File: config.mk
export PLATFORM = sky130hd
export DESIGN_NAME = cla_8bit
export DESIGN_NICKNAME = d
export VERILOG_FILES = /design/src/rtl/cla_pkg.sv /design/src/rtl/cla_4bit.sv /design/src/rtl/cla_8bit.sv
export SDC_FILE = /design/constraint.sdc
export NUM_CORES = 1
export LEC_CHECK = 0
export ABC_AREA = 1
export BUFFER_PORTS_ARGS = -buffer_cell sky130_fd_sc_hd__buf_2
export CAP_MARGIN = 20
export CORE_ASPECT_RATIO = 1.25
export CORE_MARGIN = 2
export CORE_UTILIZATION = 28
export DETAILED_ROUTE_END_ITERATION = 10
export REMOVE_ABC_BUFFERS = 1
export SYNTH_ARGS = -nofsm -noshare
export SYNTH_HDL_FRONTEND = slang
export SYNTH_HIERARCHICAL = 1
export SYNTH_SLANG_ARGS = --single-unit
File: constraint.sdc
create_clock -name clk -period 3.9 [get_ports clk]
set_input_delay 0.78 -clock clk [delete_from_list [all_inputs] [get_ports clk]]
set_output_delay 0.78 -clock clk [all_outputs]
set_load 0.01 [all_outputs]
File: src/rtl/cla_pkg.sv
// Shared constants for the 8-bit carry-lookahead adder and its 4-bit groups.
// Optional feature macro used by cla_8bit: CLA_8BIT_OVF_EN (adds overflow output V).
package cla_pkg;

  // Full operand width of the adder.
  localparam int CLA_WIDTH       = 8;
  // Width of one lookahead group.
  localparam int CLA_GROUP_WIDTH = 4;
  // Number of lookahead groups making up the full adder.
  localparam int CLA_GROUPS      = CLA_WIDTH / CLA_GROUP_WIDTH;

endpackage : cla_pkg

File: src/rtl/cla_4bit.sv
// Purely combinational 4-bit carry-lookahead group.
// Every internal carry and the group generate are written in flattened
// two-level sum-of-products form, so no carry ripples through the group.
module cla_4bit
  import cla_pkg::*;
(
  input  logic [CLA_GROUP_WIDTH-1:0] a,
  input  logic [CLA_GROUP_WIDTH-1:0] b,
  input  logic                       cin,
  output logic [CLA_GROUP_WIDTH-1:0] s,
  output logic                       pg,
  output logic                       gg
);

  logic [CLA_GROUP_WIDTH-1:0] g_s;
  logic [CLA_GROUP_WIDTH-1:0] p_s;
  logic [CLA_GROUP_WIDTH-1:0] c_s;

  // Bitwise generate/propagate, flattened lookahead carries, sum and group P/G.
  always_comb begin
    g_s = a & b;
    p_s = a ^ b;

    c_s[0] = cin;
    c_s[1] = g_s[0]
           | (p_s[0] & cin);
    c_s[2] = g_s[1]
           | (p_s[1] & g_s[0])
           | (p_s[1] & p_s[0] & cin);
    c_s[3] = g_s[2]
           | (p_s[2] & g_s[1])
           | (p_s[2] & p_s[1] & g_s[0])
           | (p_s[2] & p_s[1] & p_s[0] & cin);

    s  = p_s ^ c_s;
    pg = &p_s;
    // Group generate: carry out of the group with its carry-in forced low.
    gg = g_s[3]
       | (p_s[3] & g_s[2])
       | (p_s[3] & p_s[2] & g_s[1])
       | (p_s[3] & p_s[2] & p_s[1] & g_s[0]);
  end

endmodule : cla_4bit

File: src/rtl/cla_8bit.sv
// 8-bit carry-lookahead adder built from two 4-bit lookahead groups, with a
// single registered output stage (1-cycle latency, new operands every cycle).
// Optional macro CLA_8BIT_OVF_EN adds registered signed-overflow output V.
module cla_8bit
  import cla_pkg::*;
(
  input  logic                 clk,
  input  logic                 rst,
  output logic [CLA_WIDTH-1:0] S,
  output logic                 Cout,
  output logic                 PG,
  output logic                 GG,
  input  logic [CLA_WIDTH-1:0] A,
  input  logic [CLA_WIDTH-1:0] B,
  input  logic                 Cin
`ifdef CLA_8BIT_OVF_EN
  ,
  output logic                 V
`endif
);

  logic [CLA_GROUP_WIDTH-1:0] s_lo_s;
  logic [CLA_GROUP_WIDTH-1:0] s_hi_s;
  logic                       pg_lo_s;
  logic                       gg_lo_s;
  logic                       pg_hi_s;
  logic                       gg_hi_s;
  logic                       c4_s;

  logic [CLA_WIDTH-1:0] s_d;
  logic                 cout_d;
  logic                 pg_d;
  logic                 gg_d;
  logic [CLA_WIDTH-1:0] s_q;
  logic                 cout_q;
  logic                 pg_q;
  logic                 gg_q;

  // Carry into the upper group comes straight from the lower group's G/P.
  assign c4_s = gg_lo_s | (pg_lo_s & Cin);

  cla_4bit u_grp_lo (
    .a   (A[CLA_GROUP_WIDTH-1:0]),
    .b   (B[CLA_GROUP_WIDTH-1:0]),
    .cin (Cin),
    .s   (s_lo_s),
    .pg  (pg_lo_s),
    .gg  (gg_lo_s)
  );

  cla_4bit u_grp_hi (
    .a   (A[CLA_WIDTH-1:CLA_GROUP_WIDTH]),
    .b   (B[CLA_WIDTH-1:CLA_GROUP_WIDTH]),
    .cin (c4_s),
    .s   (s_hi_s),
    .pg  (pg_hi_s),
    .gg  (gg_hi_s)
  );

  // Combine group results into the next-state sum, carry and group P/G.
  always_comb begin
    s_d    = {s_hi_s, s_lo_s};
    pg_d   = pg_hi_s & pg_lo_s;
    gg_d   = gg_hi_s | (pg_hi_s & gg_lo_s);
    cout_d = gg_d | (pg_d & Cin);
  end

  // Output register stage with synchronous reset.
  always_ff @(posedge clk) begin
    if (rst) begin
      s_q    <= 8'h00;
      cout_q <= 1'b0;
      pg_q   <= 1'b0;
      gg_q   <= 1'b0;
    end else begin
      s_q    <= s_d;
      cout_q <= cout_d;
      pg_q   <= pg_d;
      gg_q   <= gg_d;
    end
  end

  assign S    = s_q;
  assign Cout = cout_q;
  assign PG   = pg_q;
  assign GG   = gg_q;

`ifdef CLA_8BIT_OVF_EN
  logic c7_s;
  logic v_d;
  logic v_q;

  // Overflow is carry-out of bit 7 XOR carry-in of bit 7; the latter is
  // recovered from the bit-7 sum since S[7] = P[7] ^ C[7].
  always_comb begin
    c7_s = s_d[CLA_WIDTH-1] ^ A[CLA_WIDTH-1] ^ B[CLA_WIDTH-1];
    v_d  = cout_d ^ c7_s;
  end

  // Registered overflow flag, aligned with the sum outputs.
  always_ff @(posedge clk) begin
    if (rst) begin
      v_q <= 1'b0;
    end else begin
      v_q <= v_d;
    end
  end

  assign V = v_q;
`endif

endmodule : cla_8bit

# [Word-level counts from Yosys, hierarchy flattened]
# Cells that the tools add are included.
[totals] register_bits=11 inputBits=19 out_inout_bits=11
[op_classes] n_bitwise=59 reduce_logical=2
[ops] cell="$and A1 B1 Y1" count=32
[ops] cell="$or A1 B1 Y1" count=21
[ops] cell="$xor A4 B4 Y4" count=4
[ops] cell="$and A4 B4 Y4" count=2
[ops] cell="$reduce_and A4 Y1" count=2

# [Logic depth before layout (Yosys ltp)]
# Gate-level depths: netlist (run 1).
[logic_depth] word_depth=9 depth_mapped=12 mapped_depth_nobuf=12

# [Cells and area by module]
# Netlist (run 1), hierarchy kept.
[modules_own_cells] module="cla_4bit" n_inst=2 cells_per_inst=32 area_each_um2=201.4
[modules_own_cells] module="cla_8bit" n_inst=1 cells_per_inst=39 area_each_um2=350.3

# [Worst setup path before layout (run 1)]
# No wires, ideal clock.
[synth_timing] path_kind="input to register" startpoint="in A[2]" endpoint="reg s_q[5], in the netlist S[5]" setup_ns=0.113 arrival_time_ns=2.268 required_time_ns=3.787 setup_slack_ns=1.519 cell_stages=9 path_buffers=0 path_cell_list="ha_1 inv_1 nor3_1 a21o_1 inv_1 fa_1 xnor2_1 inv_1 nor2_1"
[synth_via] word_cells_on_any_way=16 classes_between="15 x bitwise; 1 x reduce/logical"
[synth_rtl] item="from (decl)" line_no="cla_8bit.sv:13" source="input logic [CLA_WIDTH-1:0] A,"
[synth_rtl] item="$xor A4 B4 Y4" line_no="cla_4bit.sv:22" source="p_s = a ^ b;"
[synth_rtl] item="$reduce_and A4 Y1" line_no="cla_4bit.sv:36" source="pg = &p_s;"
[synth_rtl] item="named net pg_lo_s" line_no="cla_8bit.sv:24" source="logic pg_lo_s;"
[synth_rtl] item="$and A1 B1 Y1" line_no="cla_8bit.sv:40" source="assign c4_s = gg_lo_s | (pg_lo_s & Cin);"
[synth_rtl] item="$or A1 B1 Y1" line_no="cla_8bit.sv:40"
[synth_rtl] item="named net c4_s" line_no="cla_8bit.sv:28" source="logic c4_s;"
[synth_rtl] item="$and A1 B1 Y1" line_no="cla_4bit.sv:26" source="| (p_s[0] & cin);"
[synth_rtl] item="$or A1 B1 Y1" line_no="cla_4bit.sv:26"
[synth_rtl] item="$xor A4 B4 Y4" line_no="cla_4bit.sv:35" source="s = p_s ^ c_s;"
[synth_rtl] item="named net s_hi_s[1]" line_no="cla_8bit.sv:23" source="logic [CLA_GROUP_WIDTH-1:0] s_hi_s;"
[synth_rtl] item="to (signal assigned)" line_no="cla_8bit.sv:71" source="s_q <= 8'h00;"
[synth_rtl] item="to (signal assigned)" line_no="cla_8bit.sv:76" source="s_q <= s_d;"
[synth_rtl] item="to (decl)" line_no="cla_8bit.sv:34" source="logic [CLA_WIDTH-1:0] s_q;"
# The timed path passes the listed nets, and every way through them passes these cells.
# A chain may end at the register's enable or synchronous reset.

# [Final worst setup path (run 1)]
[layout_timing] startpoint="in B[2]" endpoint="reg s_q[5], in the netlist S[5]"
[layout_via] word_cells_on_any_way=16 classes_between="15 x bitwise; 1 x reduce/logical"
[layout_rtl] item="from (decl)" line_no="cla_8bit.sv:14" source="input logic [CLA_WIDTH-1:0] B,"
[layout_rtl] item="$xor A4 B4 Y4" line_no="cla_4bit.sv:22"
[layout_rtl] item="$reduce_and A4 Y1" line_no="cla_4bit.sv:36"
[layout_rtl] item="named net pg_lo_s" line_no="cla_8bit.sv:24"
[layout_rtl] item="$and A1 B1 Y1" line_no="cla_8bit.sv:40"
[layout_rtl] item="$or A1 B1 Y1" line_no="cla_8bit.sv:40"
[layout_rtl] item="named net c4_s" line_no="cla_8bit.sv:28"
[layout_rtl] item="$and A1 B1 Y1" line_no="cla_4bit.sv:26"
[layout_rtl] item="$or A1 B1 Y1" line_no="cla_4bit.sv:26"
[layout_rtl] item="$xor A4 B4 Y4" line_no="cla_4bit.sv:35"
[layout_rtl] item="named net s_hi_s[1]" line_no="cla_8bit.sv:23"
# The timed path passes the listed nets, and every way through them passes these cells.

==> impl_metrics.env, run 1 <==
export IMPL_status="finished, final reports clean"
export IMPL_post_cts_resized_instances=0
export IMPL_detail_route_wirelength_mm=1.31
export IMPL_fmaxAchievable_mhz=422
export IMPL_cts_sinks=11
export IMPL_cp_data_required_time_ns=4.09
export IMPL_die_height_um=62.0
export IMPL_detailed_placement_wirelength_estimate_mm=1.17
export IMPL_synthTopCellsByArea="dfxtp_1, ha_1, inv_1, nand2_1, nor2_1"
export IMPL_viasPerCell=3.99
export IMPL_pin_count_of_the_biggest_net_entering_global_routing=11
export IMPL_remaining_drc_errors=0
export IMPL_final_worst_path_period_share_pct=60.7
export IMPL_post_cts_setup_buffer_count=0
export IMPL_instances_no_fill=169
export IMPL_final_area_um2=956
export IMPL_detail_route_first_pass_iterations=3
export IMPL_synth_top_cell_area_share_pct=29.2
export IMPL_crit_path_end_kind="flip-flop"
export IMPL_final_setup_violation_count=0
export IMPL_cts_root_buf="clkbuf_4"
export IMPL_critical_path_launch_point_type="input port"
export IMPL_worstSetupPathType="in2reg"
export IMPL_slew_headroom_pct=74.6
export IMPL_multi_input_comb_area_um2=418
export IMPL_syn_inst=103
export IMPL_worst_hold_path_type="in2reg"
export IMPL_synth_seq_area_share_pct=29.2
export IMPL_crit_path_max_fanout=4
export IMPL_grt_first_pass_wirelength_mm=2.46
export IMPL_layout_drive_gt1_share_pct=25.9
export IMPL_count_of_flip_flops_with_a_built_in_enable_after_synthesis=0
export IMPL_critPathLaunch="B[2]"
export IMPL_die_w_um=50.4
export IMPL_synth_top_cells_by_count="inv_1, nand2_1, nor2_1"
export IMPL_crit_arrival_ns=2.56
export IMPL_antenna_found_initial=0
export IMPL_total_leakage_power_uw=0.000598
export IMPL_setup_tns_ns=0
export IMPL_io_pin_count=30
export IMPL_syn_cell_area_um2=753
export IMPL_final_period_minus_worst_setup_slack_ns=2.37
export IMPL_h_tree_depth=1
export IMPL_postSynth_topFlopCell="dfxtp_1"
export IMPL_cts_inserted_buffers=3
export IMPL_synthDominantAreaCellType="dfxtp_1"
export IMPL_cts_hold_buffers_added=0
export IMPL_post_place_cells=165
export IMPL_yosysMostFrequentCell="inv_1"
export IMPL_clk_pin_slew_worst_paths_ns=0.06
export IMPL_port_buffers=29
export IMPL_area_delta_synth_final_pct=26.9
export IMPL_yosysWarningCount=6
export IMPL_wl_per_cell_um=7.75
export IMPL_final_hold_viol_count=0
export IMPL_total_die_area_mm2=0.00312
export IMPL_worst_slew_pin_transition_ns=0.378
export IMPL_p_per_area_mw_per_mm2=310
export IMPL_post_synth_cell_area_avg_um2=7.31
export IMPL_vias_in_the_first_global_route=669
export IMPL_worst_ir_drop_vdd_v=0.000125
export IMPL_dr_total_vias=674
export IMPL_clock_tree_buffer_depth=2
export IMPL_final_nets=167
export IMPL_cts_tree="done"
export IMPL_ys_async_sr_fraction_pct=0
export IMPL_grt_setup_unrepaired="no"
export IMPL_overflow=0
export IMPL_fp_row_count=21
export IMPL_place_area_um2=930
export IMPL_finish_utilization_pct=36.4
export IMPL_antenna_cells_inserted=0
export IMPL_place_gp_congestion=0.686
export IMPL_max_cap_viol_count=0
export IMPL_number_of_inserted_filler_cells_in_the_final_layout=310
export IMPL_setup_worst_path_end="S[5]$_SDFF_PP0_"
export IMPL_drv_slew=0
export IMPL_yosysUniqueCellTypes=17
export IMPL_core_mm2=0.00263
export IMPL_ys_seq_elements=11
export IMPL_groute_usage_overall_pct=10.4
export IMPL_dr_first_iter_drc_count=1
export IMPL_start_util_pct=28.7
export IMPL_layout_area_seq_um2=220
export IMPL_drt_antenna_violating_nets=0
flip-flops by register name, indices dropped and copies added (netlist names):
name	count
GG	1
Cout	1
S	8
PG	1
cell families after synthesis:
kind of cell | share of synthesized area [%]
compound gates | 2.99
flops | 29.2
xor+xnor | 4.65
simple gates | 25.9
buf+inv | 15.3
fa+ha+maj | 21.9
per-layer routing:
metal / part of all wire [%] / track usage (%) / up-vias
met2: 51 / 20.3 / 16
li1: - / - / 369
met3: 6.1 / 2.39 / 2
met4: 1.5 / 6.95 / 0
met5: 0 / 0 / -
met1: 41 / 9.87 / 287
worst max-delay path, cell delays in order:
cell and delay (ns):
buf_2 0.10, ha_1 0.34, inv_1 0.07, nor3_1 0.34
a21o_1 0.21, inv_1 0.06, fa_1 0.37, xnor2_1 0.15
inv_1 0.06, nor2_1 0.09
stage by stage:
step / power (uW) / worst slack [ns] / hold slack [ns]
final: 296 / 1.53 / 0.823
after global routing: 326 / 1.30 / 0.825
after CTS: 302 / 1.52 / 0.817
after detailed placement: 229 / 1.25 / 1.09
after global placement: 225 / 1.31 / 1.09
after floorplan: 194 / 1.52 / 0.851
report_power, final:
| group | switching (uW) | internal [uW] | total (uW) | leakage, uW |
|---|---|---|---|---|
| Clock | 32.2 | 39.4 | 71.6 | 0.0000150 |
| Sequential | 2.38 | 125 | 127 | 0.0000913 |
| Combinational | 55.5 | 42.3 | 97.8 | 0.000492 |
worst min-delay path by stage:
stage          startpoint               to  slack (ns)  cells after the start
4_1_cts               Cin  Cout$_SDFF_PP0_        0.82                      3
6_report              Cin  Cout$_SDFF_PP0_        0.82                      3
2_1_floorplan         rst  S[0]$_SDFF_PP0_        0.85                      1
5_1_grt               Cin  Cout$_SDFF_PP0_        0.82                      3
3_3_place_gp          Cin  Cout$_SDFF_PP0_        1.09                      3
3_5_place_dp          Cin  Cout$_SDFF_PP0_        1.09                      3
cell type report:
type	count	share of cell area, %
Multi-Input combinational cell	64	43.7
Timing Repair Buffer	29	15.2
Sequential cell	11	23.0
Tap cell	34	4.45
Clock buffer	4	2.75
Inverter	27	10.9
cell usage in the layout, fill, tap and decap left out:
cell type  count
a21o_1         1
dfxtp_1       11
inv_4          1
nand4_1        2
nand2_2        1
clkbuf_4       3
fa_1           2
nand4_2        1
xor2_1         2
nor2_1        13
nand2_1       20
ha_1          10
xnor2_1        2
nor3_1         2
buf_2         29
inv_1         26
clkbuf_1       1
o21bai_1       2
nand3_1        6
Note: power is estimated with default switching activity, not from simulation.
==> inputs of run 2 (changes only) <==
Settings changed: ABC_AREA 1 to 0.
Clock period 3.9 ns to 2.4 ns, I/O delays scaled along.
==> run 2 against run 1 <==
- sequential share of layout area rose by 1.5 points
- hold slack got worse by 0.30 ns
- power rose by 62%
- core utilization rose by 1.0 points
- wire length fell by 12%
- via count fell by 16%
- global-route usage fell by 1.1 points
- largest cell class unchanged
- synthesized cell count fell by 30%
- area after synthesis fell by 7.5%
==> impl_metrics.env, run 2 <==
export IMPL_drt_antenna_violating_nets=0
export IMPL_power_switching_fraction_pct=28.0
export IMPL_final_setup_violation_count=0
export IMPL_number_of_inserted_filler_cells_in_the_final_layout=258
export IMPL_core_mm2=0.00240
export IMPL_ys_async_sr_fraction_pct=0
export IMPL_cts_sinks=11
export IMPL_cts_inserted_buffers=3
export IMPL_setup_tns_ns=0
export IMPL_ys_seq_elements=11
export IMPL_die_w_um=48.6
export IMPL_layout_cells_most_common="buf_2"
export IMPL_final_hold_viol_count=0
export IMPL_drv_slew=0
export IMPL_yosysUniqueCellTypes=18
export IMPL_p_sw_uw=135
export IMPL_clock_network_power_share_pct=24.3
export IMPL_cts_tree="done"
export IMPL_largest_register_ff_count=8
export IMPL_comb_power_share_pct=32.6
export IMPL_critPathSlowestCell="fa_1"
export IMPL_h_tree_depth=1
export IMPL_groute_usage_overall_pct=9.35
export IMPL_vias_in_the_first_global_route=543
export IMPL_p_per_area_mw_per_mm2=536
export IMPL_synth_top_cells_by_count="dfxtp_1, ha_1, inv_1, nor2b_1, a21o_1"
export IMPL_post_cts_setup_buffer_count=0
export IMPL_design_power_total_uw=481
export IMPL_detail_route_first_pass_iterations=4
export IMPL_crit_arrival_ns=2.27
export IMPL_status="finished, final reports clean"
export IMPL_synthDominantAreaCellType="dfxtp_1"
export IMPL_clk_pin_slew_worst_paths_ns=0.06
export IMPL_final_period_minus_worst_setup_slack_ns=2.07
export IMPL_critical_path_launch_point_type="input port"
export IMPL_start_util_pct=29.0
export IMPL_post_cts_resized_instances=0
export IMPL_fp_row_count=20
export IMPL_cts_root_buf="clkbuf_4"
export IMPL_dr_total_vias=566
export IMPL_crit_path_max_fanout=5
export IMPL_critPathMaxStageDelay_ns=0.40
export IMPL_cp_data_required_time_ns=2.60
export IMPL_fmaxAchievable_mhz=483
export IMPL_die_height_um=59.8
export IMPL_worst_hold_path_type="in2reg"
export IMPL_dr_first_iter_drc_count=9
export IMPL_worstPathCellList="buf_2, ha_1, a21oi_1, nand2_1, a21o_1, a21o_1, inv_1, fa_1, inv_1, nor2b_1"
export IMPL_synthTopCellsByArea="dfxtp_1, ha_1, nor2b_1, fa_1, a21o_1"
export IMPL_syn_cell_area_um2=697
export IMPL_remaining_drc_errors=0
export IMPL_detail_route_wirelength_mm=1.15
export IMPL_total_leakage_power_uw=0.000485
export IMPL_viasPerCell=4.13
export IMPL_synth_top_cell_area_share_pct=31.6
export IMPL_worst_slew_pin_transition_ns=0.202
export IMPL_place_gp_congestion=0.679
export IMPL_grt_first_pass_wirelength_mm=2.12
export IMPL_worst_ir_drop_vdd_v=0.000132
export IMPL_power_share_sequential_pct=43.1
export IMPL_total_die_area_mm2=0.00291
export IMPL_worstSetupPathType="in2reg"
export IMPL_layout_cells_most_common_list="buf_2, dfxtp_1, ha_1, nor2b_1, inv_1"
export IMPL_area_delta_synth_final_pct=28.9
export IMPL_clock_tree_buffer_depth=2
export IMPL_yosysMostFrequentCell="dfxtp_1"
export IMPL_io_pin_count=30
export IMPL_count_of_flip_flops_with_a_built_in_enable_after_synthesis=0
export IMPL_detailed_placement_wirelength_estimate_mm=1.05
export IMPL_critical_path_top_delay_family="adder cells"
export IMPL_post_synth_cell_area_avg_um2=9.68
export IMPL_overflow=0
export IMPL_worst_path_buf_inv=3
export IMPL_crit_path_end_kind="flip-flop"
export IMPL_port_buffers=29
export IMPL_layout_drive_gt1_share_pct=36.5
export IMPL_postSynth_topFlopCell="dfxtp_1"
export IMPL_slew_headroom_pct=86.6
export IMPL_cts_hold_buffers_added=0
export IMPL_max_cap_viol_count=0
export IMPL_yosysWarningCount=6
export IMPL_final_worst_path_period_share_pct=86.3
export IMPL_grt_setup_unrepaired="no"
export IMPL_wl_per_cell_um=8.38
export IMPL_pin_count_of_the_biggest_net_entering_global_routing=12
export IMPL_syn_inst=72
export IMPL_final_nets=136
export IMPL_p_int_uw=347
export IMPL_antenna_cells_inserted=0
export IMPL_synth_seq_area_share_pct=31.6
export IMPL_antenna_found_initial=0
==> run 2: kinds of logic (layout without fill, tap and decap cells) <==
kind of cell,count (synthesis),after routing,synth area share (%)
simple gates,23,23,19.4
fa+ha+maj,12,12,23.7
compound gates,11,11,11.8
flops,11,11,31.6
buf+inv,9,41,5.92
xor+xnor,6,6,7.54
==> run 2: area by class of cell <==
class                   instances  area, um2  share of cell area (%)
multi-input cells              52        435                    48.5
flip-flops and latches         11        220                    24.5
repair buffers                 29        145                    16.2
well taps                      33       41.3                    4.60
inverters                       8       30.0                    3.34
clock buffers                   4       26.3                    2.92
==> run 2: through the flow <==
step           util [%]  hold slack, ns  instance area, um2  instances  worst slack (ns)
6_report           37.4           0.523                 898        137             0.329
5_1_grt            37.4           0.551                 898        137             0.176
4_1_cts            37.4           0.526                 898        137             0.350
3_5_place_dp       36.3           0.803                 872        133            0.0760
3_3_place_gp       36.3           0.794                 872        133             0.136
2_1_floorplan         -           0.550                 686         71             0.308
==> run 2: final timing paths <==
kind / startpoint / to / slack [ns] / depth (start not counted)
hold / removal: rst / S[6]$_SDFF_PP0_ / 0.52 / 2
setup / recovery: A[2] / S[4]$_SDFF_PP0_ / 0.33 / 10
==> run 2: per-layer routing <==
layer	GRT usage (%)	wire (um)
met2	16.8	647
met5	0	0
met1	9.37	451
met4	7.35	0
met3	2.25	49
==> run 2: power groups by stage <==
stage | Sequential, uW | Combinational, uW | Clock (uW)
6_report | 207 | 157 | 117
3_3_place_gp | 212 | 156 | 0
4_1_cts | 208 | 160 | 121
5_1_grt | 210 | 179 | 126
2_1_floorplan | 224 | 92.8 | 0
3_5_place_dp | 212 | 159 | 0
==> inputs of run 3 (changes only) <==
Settings changed: BUFFER_PORTS_ARGS -buffer_cell sky130_fd_sc_hd__buf_2 to -buffer_cell sky130_fd_sc_hd__buf_4, SETUP_SLACK_MARGIN from default to 0.2.
==> run 3 against run 2 <==
- wire length increased by 2.1%
- sequential power about the same
- global-route usage decreased by 0.22 points
- clock power about the same
- core utilization increased by 3.2 points
- critical path type unchanged
- sequential cell count unchanged
- fmax increased by 1.3%
==> impl_metrics.env, run 3 (synthesis results as in run 2) <==
export IMPL_crit_arrival_ns=2.24
export IMPL_fmaxAchievable_mhz=489
export IMPL_die_height_um=59.8
export IMPL_max_cap_viol_count=0
export IMPL_grt_setup_unrepaired="no"
export IMPL_detailed_placement_wirelength_estimate_mm=1.05
export IMPL_detail_route_wirelength_mm=1.17
export IMPL_drt_antenna_violating_nets=0
export IMPL_antenna_cells_inserted=0
export IMPL_cts_sinks=11
export IMPL_worst_hold_path_type="in2reg"
export IMPL_io_pin_count=30
export IMPL_viasPerCell=4.01
export IMPL_h_tree_depth=1
export IMPL_critical_path_launch_point_type="input port"
export IMPL_core_mm2=0.00240
export IMPL_final_worst_path_period_share_pct=85.2
export IMPL_comb_power_share_pct=35.3
export IMPL_crit_path_end_kind="flip-flop"
export IMPL_dr_first_iter_drc_count=9
export IMPL_cts_tree="done"
export IMPL_final_setup_worst_slack_ns=0.355
export IMPL_fp_row_count=20
export IMPL_final_setup_violation_count=0
export IMPL_worst_slew_pin_transition_ns=0.207
export IMPL_grt_first_pass_wirelength_mm=2.02
export IMPL_remaining_drc_errors=0
export IMPL_layout_cells_most_common="buf_4"
export IMPL_fin_worst_hold_slack_ns=0.469
export IMPL_worst_ir_drop_vdd_v=0.000146
export IMPL_clock_tree_buffer_depth=2
export IMPL_setup_tns_ns=0
export IMPL_crit_path_max_fanout=5
export IMPL_worstSetupPathType="in2reg"
export IMPL_power_share_sequential_pct=41.6
export IMPL_port_buffers=29
export IMPL_final_hold_viol_count=0
export IMPL_drv_slew=0
export IMPL_pre_cts_ws_ns=0.0554
export IMPL_cts_inserted_buffers=3
export IMPL_power_switching_fraction_pct=26.9
export IMPL_wl_per_cell_um=8.55
export IMPL_place_gp_congestion=0.711
export IMPL_layout_cells_most_common_list="buf_4, dfxtp_1, ha_1, nor2b_1, inv_1"
export IMPL_p_int_uw=366
export IMPL_cp_data_required_time_ns=2.59
export IMPL_total_leakage_power_uw=0.000504
export IMPL_start_util_pct=29.0
export IMPL_vias_in_the_first_global_route=538
export IMPL_total_die_area_mm2=0.00291
export IMPL_status="finished, final reports clean"
export IMPL_dr_total_vias=549
export IMPL_layout_drive_gt1_share_pct=37.5
export IMPL_clock_network_power_share_pct=23.0
export IMPL_largest_register_ff_count=8
export IMPL_groute_usage_overall_pct=9.13
export IMPL_pin_count_of_the_biggest_net_entering_global_routing=12
export IMPL_clk_pin_slew_worst_paths_ns=0.06
export IMPL_p_per_area_mw_per_mm2=514
export IMPL_cts_root_buf="clkbuf_4"
export IMPL_area_delta_synth_final_pct=39.9
export IMPL_overflow=0
export IMPL_cts_hold_buffers_added=0
export IMPL_antenna_found_initial=0
export IMPL_multi_input_comb_area_um2=439
export IMPL_final_period_minus_worst_setup_slack_ns=2.04
export IMPL_slew_headroom_pct=86.2
export IMPL_final_nets=136
export IMPL_p_sw_uw=135
export IMPL_detail_route_first_pass_iterations=2
export IMPL_die_w_um=48.6
export IMPL_number_of_inserted_filler_cells_in_the_final_layout=261
export IMPL_layout_area_seq_um2=220
-- run 3: critical path, stage by stage --
cell and delay [ns]:
buf_4 0.11, ha_1 0.37, a21oi_2 0.19, nand2_1 0.06
a21o_1 0.21, a21o_1 0.19, inv_1 0.07, fa_1 0.40
inv_1 0.05, nor2b_1 0.11
-- run 3: power by group through the flow --
| stage | clock [uW] | combinational, uW | sequential (uW) |
|---|---|---|---|
| detailed placement | 0 | 178 | 213 |
| floorplan | 0 | 92.8 | 224 |
| global route | 125 | 198 | 210 |
| finish | 115 | 177 | 208 |
| CTS | 120 | 179 | 209 |
| global placement | 0 | 176 | 213 |
-- run 3: routing by layer --
metal | wire [um] | share of wire (%) | global-route usage (%) | vias up
li1 | - | - | - | 303
met1 | 462 | 39 | 8.74 | 226
met2 | 633 | 54 | 15.7 | 18
met3 | 60 | 5.1 | 2.25 | 2
met4 | 15 | 1.3 | 9.80 | 0
met5 | 0 | 0 | 0 | -
-- run 3: worst paths after layout --
path | from | endpoint | slack (ns) | depth (start not counted)
max | A[2] | S[4]$_SDFF_PP0_ | 0.36 | 10
min | rst | S[5]$_SDFF_PP0_ | 0.47 | 2
-- run 3: area by class of cell --
cell class	instances	share of cell area, %
Clock buffer	4	2.70
Inverter	8	3.08
Multi-Input combinational cell	52	45.1
Sequential cell	11	22.6
Tap cell	33	4.24
Timing Repair Buffer	29	22.3
-- run 3: stage by stage --
step                area, um2  total power, uW  cells  util, %
floorplan                 686              317     71        -
global placement          945              389    133     39.3
detailed placement        945              391    133     39.3
CTS                       971              508    137     40.4
global route              975              533    137     40.6
finish                    975              501    137     40.6
-- run 3: what timing repair did --
action                                  CTS  global route
hold endpoints to repair                  0             0
buffers inserted                          0             0
endpoints found under the setup margin    0             1
resized for setup                         0             1
